`config.mk`:
```
export PLATFORM = sky130hd
export DESIGN_NAME = alu_result_sel
export DESIGN_NICKNAME = d
export VERILOG_FILES = /design/src/rtl/alu_result_sel.sv
export SDC_FILE = /design/constraint.sdc
export NUM_CORES = 1
export LEC_CHECK = 0
export BUFFER_PORTS_ARGS = -buffer_cell sky130_fd_sc_hd__buf_2
export CAP_MARGIN = 0
export CORE_MARGIN = 5
export CORE_UTILIZATION = 35
export CTS_BUF_LIST = sky130_fd_sc_hd__clkbuf_16
export CTS_CLUSTER_SIZE = 28
export DETAILED_ROUTE_END_ITERATION = 7
export PLACE_DENSITY = 0.67
export SETUP_SLACK_MARGIN = 0.3
export SLEW_MARGIN = 30
export SYNTH_ARGS = -nofsm -noshare
export SYNTH_HDL_FRONTEND = slang
export SYNTH_SLANG_ARGS = --single-unit
export TNS_END_PERCENT = 1
```
`constraint.sdc`:
```
create_clock -name clk -period 1.5 [get_ports clk]
set_input_delay 0.15 -clock clk [delete_from_list [all_inputs] [get_ports clk]]
set_output_delay 0.15 -clock clk [all_outputs]
set_load 0.01 [all_outputs]
```
`src/rtl/alu_result_sel.sv`:
```
// Registered ALU result selector with a valid/ready output stage and illegal-select tracking.
// Define ALU_RESULT_FLAGS_EN to register zero/negative flags of the selected result.
module alu_result_sel #(
    parameter int WIDTH   = 8,
    parameter int NUM_SRC = 6,
    parameter int SEL_W   = 3,
    parameter int CNT_W   = 8
) (
    input  logic                     clk,
    input  logic                     rst,
    input  logic [NUM_SRC*WIDTH-1:0] in_data,
    input  logic [SEL_W-1:0]         in_sel,
    input  logic                     in_valid,
    output logic                     in_ready,
    output logic [WIDTH-1:0]         out_data,
    output logic                     out_valid,
    input  logic                     out_ready,
    output logic                     out_sel_err,
    output logic                     err_sticky,
    input  logic                     err_clr,
    output logic [CNT_W-1:0]         err_count,
    output logic                     out_zero,
    output logic                     out_neg
);

    // One extra bit so NUM_SRC == 2^SEL_W makes every index legal.
    localparam logic [SEL_W:0] NSRC = (SEL_W+1)'(NUM_SRC);

    logic             accept;
    logic             sel_bad;
    logic [WIDTH-1:0] sel_val;

    logic [WIDTH-1:0] data_q, data_d;
    logic             valid_q, valid_d;
    logic             serr_q, serr_d;
    logic             sticky_q, sticky_d;
    logic [CNT_W-1:0] cnt_q, cnt_d;

    assign in_ready = !valid_q || out_ready;
    assign accept   = in_valid && in_ready;
    assign sel_bad  = ({1'b0, in_sel} >= NSRC);

    always_comb begin
        sel_val = '0;
        for (int k = 0; k < NUM_SRC; k++) begin
            if (in_sel == SEL_W'(k)) begin
                sel_val = in_data[k*WIDTH +: WIDTH];
            end
        end
    end

    always_comb begin
        valid_d = valid_q;
        data_d  = data_q;
        serr_d  = serr_q;
        if (accept) begin
            valid_d = 1'b1;
            data_d  = sel_val;
            serr_d  = sel_bad;
        end else if (valid_q && out_ready) begin
            valid_d = 1'b0;
        end
    end

    // An illegal accept in the same cycle as a clear wins over the clear.
    always_comb begin
        sticky_d = sticky_q;
        cnt_d    = cnt_q;
        if (err_clr) begin
            sticky_d = 1'b0;
            cnt_d    = '0;
        end
        if (accept && sel_bad) begin
            sticky_d = 1'b1;
            if (err_clr) begin
                cnt_d = CNT_W'(1);
            end else if (cnt_q != '1) begin
                cnt_d = cnt_q + CNT_W'(1);
            end
        end
    end

    always_ff @(posedge clk) begin
        if (rst) begin
            valid_q  <= 1'b0;
            data_q   <= '0;
            serr_q   <= 1'b0;
            sticky_q <= 1'b0;
            cnt_q    <= '0;
        end else begin
            valid_q  <= valid_d;
            data_q   <= data_d;
            serr_q   <= serr_d;
            sticky_q <= sticky_d;
            cnt_q    <= cnt_d;
        end
    end

    assign out_valid   = valid_q;
    assign out_data    = data_q;
    assign out_sel_err = serr_q;
    assign err_sticky  = sticky_q;
    assign err_count   = cnt_q;

`ifdef ALU_RESULT_FLAGS_EN
    logic zero_q;
    logic neg_q;

    always_ff @(posedge clk) begin
        if (rst) begin
            zero_q <= 1'b0;
            neg_q  <= 1'b0;
        end else if (accept) begin
            zero_q <= (sel_val == '0);
            neg_q  <= sel_val[WIDTH-1];
        end
    end

    assign out_zero = zero_q;
    assign out_neg  = neg_q;
`else
    assign out_zero = 1'b0;
    assign out_neg  = 1'b0;
`endif

endmodule

```
Word level (Yosys, flattened, before mapping)

Index checks and enable logic that the tools add are counted.

Bits in registers: 19
Input bits: 56
Output and inout port bits: 22
Logic and storage cells: 35

Add/sub/neg operators: 1
Magnitude comparators: 1
Equality and inequality tests: 6
Muxes and demuxes: 14
Reductions and logical operators: 8

Operators with widths:

| operator                                                        | number |
|---|---|
| 8-bit 2-to-1 mux                                                | 10 |
| 8-bit by 1-bit adder with 8-bit output, second input constant   | 1 |
| 8-bit inequality test, second input constant                    | 1 |
| 3-bit by 2-bit == test with 1-bit output, second input constant | 2 |
| 3-bit == test, second input constant                            | 2 |
| 1-bit 2-to-1 mux                                                | 4 |
| 2-bit nonzero test                                              | 2 |
| 3-bit by 1-bit == test with 1-bit output, second input constant | 1 |
| 3-bit greater-or-equal comparator, second input constant        | 1 |
| 1-bit logical AND                                               | 3 |
| 3-bit logical NOT                                               | 1 |
| 1-bit logical NOT                                               | 1 |
| 1-bit logical OR                                                | 1 |

Logic depth before layout (Yosys ltp)

Word-level depth: 7
Mapped depth: 6
Depth with buffers taken out: 5

Least setup slack after synthesis

Ideal clock, no wire load.

Path type: register to register
Start: register cnt_q[0] (netlist: err_count[0])
End: register cnt_q[0] (netlist: err_count[0])
Setup time: 132 ps
Data arrival time: 1278 ps
Data required time: 1368 ps
Slack: 89 ps
Stages on the path, launching flop included: 6
Path buffers: 0
Period minus slack after synthesis: 1411 ps
Path through: dfxtp_1 > ha_1 > nand2_1 > o31a_1 > o21ai_0 > a21oi_1

Word-level cells in the longest chain between the ends: 4
Elaborated cells on any way between the ends: 6
Those cells by class: add/sub: 1; eq/ne: 1; mux: 4

RTL lines:

| what                                                           | line | text |
|---|---|---|
| start, declared                                                | 37   | `logic [CNT_W-1:0] cnt_q, cnt_d;` |
| start signal, assigned                                         | 95   | `cnt_q <= cnt_d;` |
| 8-bit by 1-bit adder with 8-bit output (tied with other cells) | 78   | `cnt_d = cnt_q + CNT_W'(1);` |
| 8-bit 2-to-1 mux                                               | 77   | `end else if (cnt_q != '1) begin` |
| 8-bit 2-to-1 mux                                               | 75   | `if (err_clr) begin` |
| 8-bit 2-to-1 mux (*)                                           | 73   | `if (accept && sel_bad) begin` |

Mark *: on every way between the ends. The rest lies on a longest branch, timed or not.
A chain may end at the register's enable or synchronous reset.

Worst setup path in the final report

Start: register valid_q (netlist: out_valid)
End: register cnt_q[5] (netlist: err_count[5])

Word-level cells in the longest chain between the ends: 5

RTL lines:

| what                   | line | text |
|---|---|---|
| start, declared        | 34   | `logic valid_q, valid_d;` |
| start signal, assigned | 91   | `valid_q <= valid_d;` |
| 1-bit logical NOT      | 39   | `assign in_ready = !valid_q \|\| out_ready;` |
| 1-bit logical OR       | 39   |  |
| 1-bit logical AND      | 40   | `assign accept = in_valid && in_ready;` |
| 1-bit logical AND      | 73   |  |
| 8-bit 2-to-1 mux       | 73   |  |

Every way passes these cells.

==> impl_metrics.py <==
metrics = {
    "floorplanning": {
        "coreArea_sq_um": 3416,
        "die_w_um": 70.03,
        "dieHeight_um": 70.03,
        "pin_count": 78,
        "num_rows": 21,
        "dieArea_sq_um": 4904,
        "initial_core_util_pct": 36.92,
    },
    "route": {
        "avgRoutedWirePerCell_um": 13.59,
        "drc": 0,
        "routed_wirelength_um": 4051,
        "drtPass1Iterations": 4,
        "ant_nets": 0,
        "drt_iter0_markers": 95,
        "num_vias": 1536,
        "routed_via_density": 5.154,
    },
    "global_routing": {
        "grt.busiest_layer": "met2",
        "use_met3_pct": 3.874,
        "grt_pass1_wl_um": 6768,
        "grt_pass1_vias": 1564,
        "antenna_found_initial": 0,
        "grt.overflow.total": 0,
        "grt_use_total_pct": 16.24,
        "grt_max_degree": 15,
        "met2_usage_pct": 26.97,
        "met1_usage_pct": 20.21,
    },
    "worst_setup_path": {
        "path_class": "flop to flop",
        "endpoint_kind": "flop",
        "cp.required_ps": 1660,
        "crit_arrival_ps": 1430,
        "crit_path_start_kind": "flop",
        "cp_max_fo": 6,
    },
    "synth": {
        "ys.flop_type": "dfxtp_1",
        "syn_inst": 165,
        "ys_seq_elements": 19,
        "synth.avg_cell_area_sq_um": 7.644,
        "synthDistinctLibCells": 36,
        "synth_edf_count": 0,
        "synth_warnings": 0,
        "synth_area_sq_um": 1261,
        "async_reset_ff_share_pct": 0,
        "ys_seq_area_share_pct": 30.16,
    },
    "cells_and_area": {
        "drive_above_1_share_pct": 47.22,
        "fin_nets": 310,
        "diodes": 0,
        "final_area_sq_um": 1914,
        "syn_to_final_growth_pct": 51.79,
        "layoutNonFillerInstCount": 298,
    },
    "sta": {
        "finalHoldViolations": 0,
        "rsz0062_at_grt": "yes",
        "fin_hold_ws_ps": 189.0,
        "period_share_pct": 84.83,
        "setup_viol": 0,
        "fmax_ghz": 0.7859,
        "slew_violations": 0,
        "min_period_ps": 1272,
        "skew_ps": 5.313,
        "setup_ws_ps": 227.5,
    },
    "clock_tree": {
        "cts_tree": "done",
        "htreeDepth": 1,
        "clkTransAtPathRegs_ps": 50,
        "clk_path_buf_depth": 2,
        "numClockSinks": 19,
        "cts_root_buf": "clkbuf_16",
        "clock_latency_ps": 250,
        "holdBufCountCts": 0,
        "numCtsBuffers": 3,
    },
    "place": {
        "place_ws_ps": -57.51,
        "placed_area_sq_um": 1744,
        "dpl.hpwl_um": 3283,
        "gp_congestion": 0.8509,
        "port_buffers": 75,
        "dp.cells": 290,
    },
    "worst_hold_path": {
        "hp-class": "input port to flop",
    },
    "run": {
        "drv_cap": 0,
    },
    "run_status": {
        "outcome": "finished clean",
    },
    "power": {
        "ir_drop_mv": 0.3436,
        "power_density_nw_per_um2": 724.0,
        "p_leak_nw": 0.8697,
    },
}
==> per-stage QoR <==
stage / util, % / setup TNS (ps) / total power, mW
2_1_floorplan: - / 0 / 0.7071
3_3_place_gp: 51.06 / -136.4 / 0.8406
3_5_place_dp: 51.06 / -111.6 / 0.8420
4_1_cts: 55.24 / 0 / 1.388
5_1_grt: 56.04 / 0 / 1.450
6_report: 56.04 / 0 / 1.386
==> repair_timing <==
action,4_1_cts,5_1_grt
endpoints found under the setup margin,17,17
endpoints found under the hold margin,0,0
setup buffers,2,1
resized for setup,16,5
cloned,1,0
pin swaps,8,2
==> area by class of cell <==
type	count	area, sq um
timing repair buffer	91	495.5
sequential	19	391.6
multi-input combinational	128	850.8
fill	349	1501
inverter	10	40.04
clock buffer	3	75.07
clock inverter	1	3.754
tap	46	57.56
==> layer usage <==
metal	wire (um)	vias up
met1	1745	687
met4	43	0
met2	1912	62
met5	0	-
met3	350	4
li1	-	783
==> placed cells by master, fill, tap and decap left out, types with 2 or more instances in the layout <==
cell       synthesis  layout
buf_2              2      75
nor2_1            32      32
buf_4              3      16
dfxtp_1           19      14
o21ai_0           11      10
inv_1              9       9
mux2i_1            8       8
a21oi_1            7       7
o32ai_1            7       7
nand2_1            8       6
nor4_1             8       6
nor3_1             7       5
a211oi_1           4       4
a2111oi_2          1       4
nand4_1            3       3
nor4_2             1       3
a2111oi_0          7       3
a31oi_1            3       3
clkbuf_16          0       3
dfxtp_2            0       3
nand2b_1           2       2
or2_1              2       2
nand2_2            0       2
nor3_2             0       2
nand3_1            3       2
conb_1             1       2
dfxtp_4            0       2
==> critical path: stages, from the launching register on <==
cell and delay [ps]:
dfxtp_2 310, nor2b_4 150, buf_4 140, nor3_2 240, a31oi_1 120, a211oi_1 220
==> cells in the mapped netlist (4+ instances only) <==
cell / number / share of area, %
a2111oi_0: 7 / 4.9
a211oi_1: 4 / 2.4
a21oi_1: 7 / 2.8
dfxtp_1: 19 / 30
inv_1: 9 / 2.7
mux2i_1: 8 / 6.3
nand2_1: 8 / 2.4
nor2_1: 32 / 9.5
nor3_1: 7 / 2.8
nor4_1: 8 / 4.0
o21ai_0: 11 / 4.4
o32ai_1: 7 / 4.9
==> logic make-up (layout without fill, tap and decap cells) <==
family | after synthesis | after routing | synth area share, %
AO/OA/AOI/OAI | 44 | 44 | 24.50
AND/OR/NAND/NOR | 71 | 72 | 27.88
buffers and inverters | 20 | 105 | 8.927
multiplexers | 9 | 9 | 7.242
flip-flops | 19 | 19 | 30.16
other | 1 | 2 | 0.2973
adder cells (fa/ha/maj) | 1 | 1 | 0.9919
==> sequential cells by signal (all words and copies together) (netlist names) <==
signal and count:
out_valid 1, err_count 8, err_sticky 1, out_sel_err 1, out_data 8
==> report_power, final <==
part | total, mW | switching [mW] | internal (mW) | leakage (nW)
clock | 0.536 | 0.182 | 0.354 | 0.0423
sequential | 0.539 | 0.0127 | 0.526 | 0.158
combinational | 0.311 | 0.160 | 0.152 | 0.669
==> path summary, 6_finish.rpt <==
| kind | end | depth (start not counted) | slack (ps) | start |
|---|---|---|---|---|
| max | err_count[5]$_SDFF_PP0_ | 5 | 230 | out_valid$_SDFFE_PP0P_ |
| min | out_data[6]$_SDFFE_PP0P_ | 3 | 190 | in_data[46] |
| max reg2reg | err_count[5]$_SDFF_PP0_ | 5 | 230 | out_valid$_SDFFE_PP0P_ |
| min reg2reg | err_sticky$_SDFFE_PP0P_ | 2 | 470 | err_sticky$_SDFFE_PP0P_ |
Note: power is estimated with default switching activity, not from simulation.
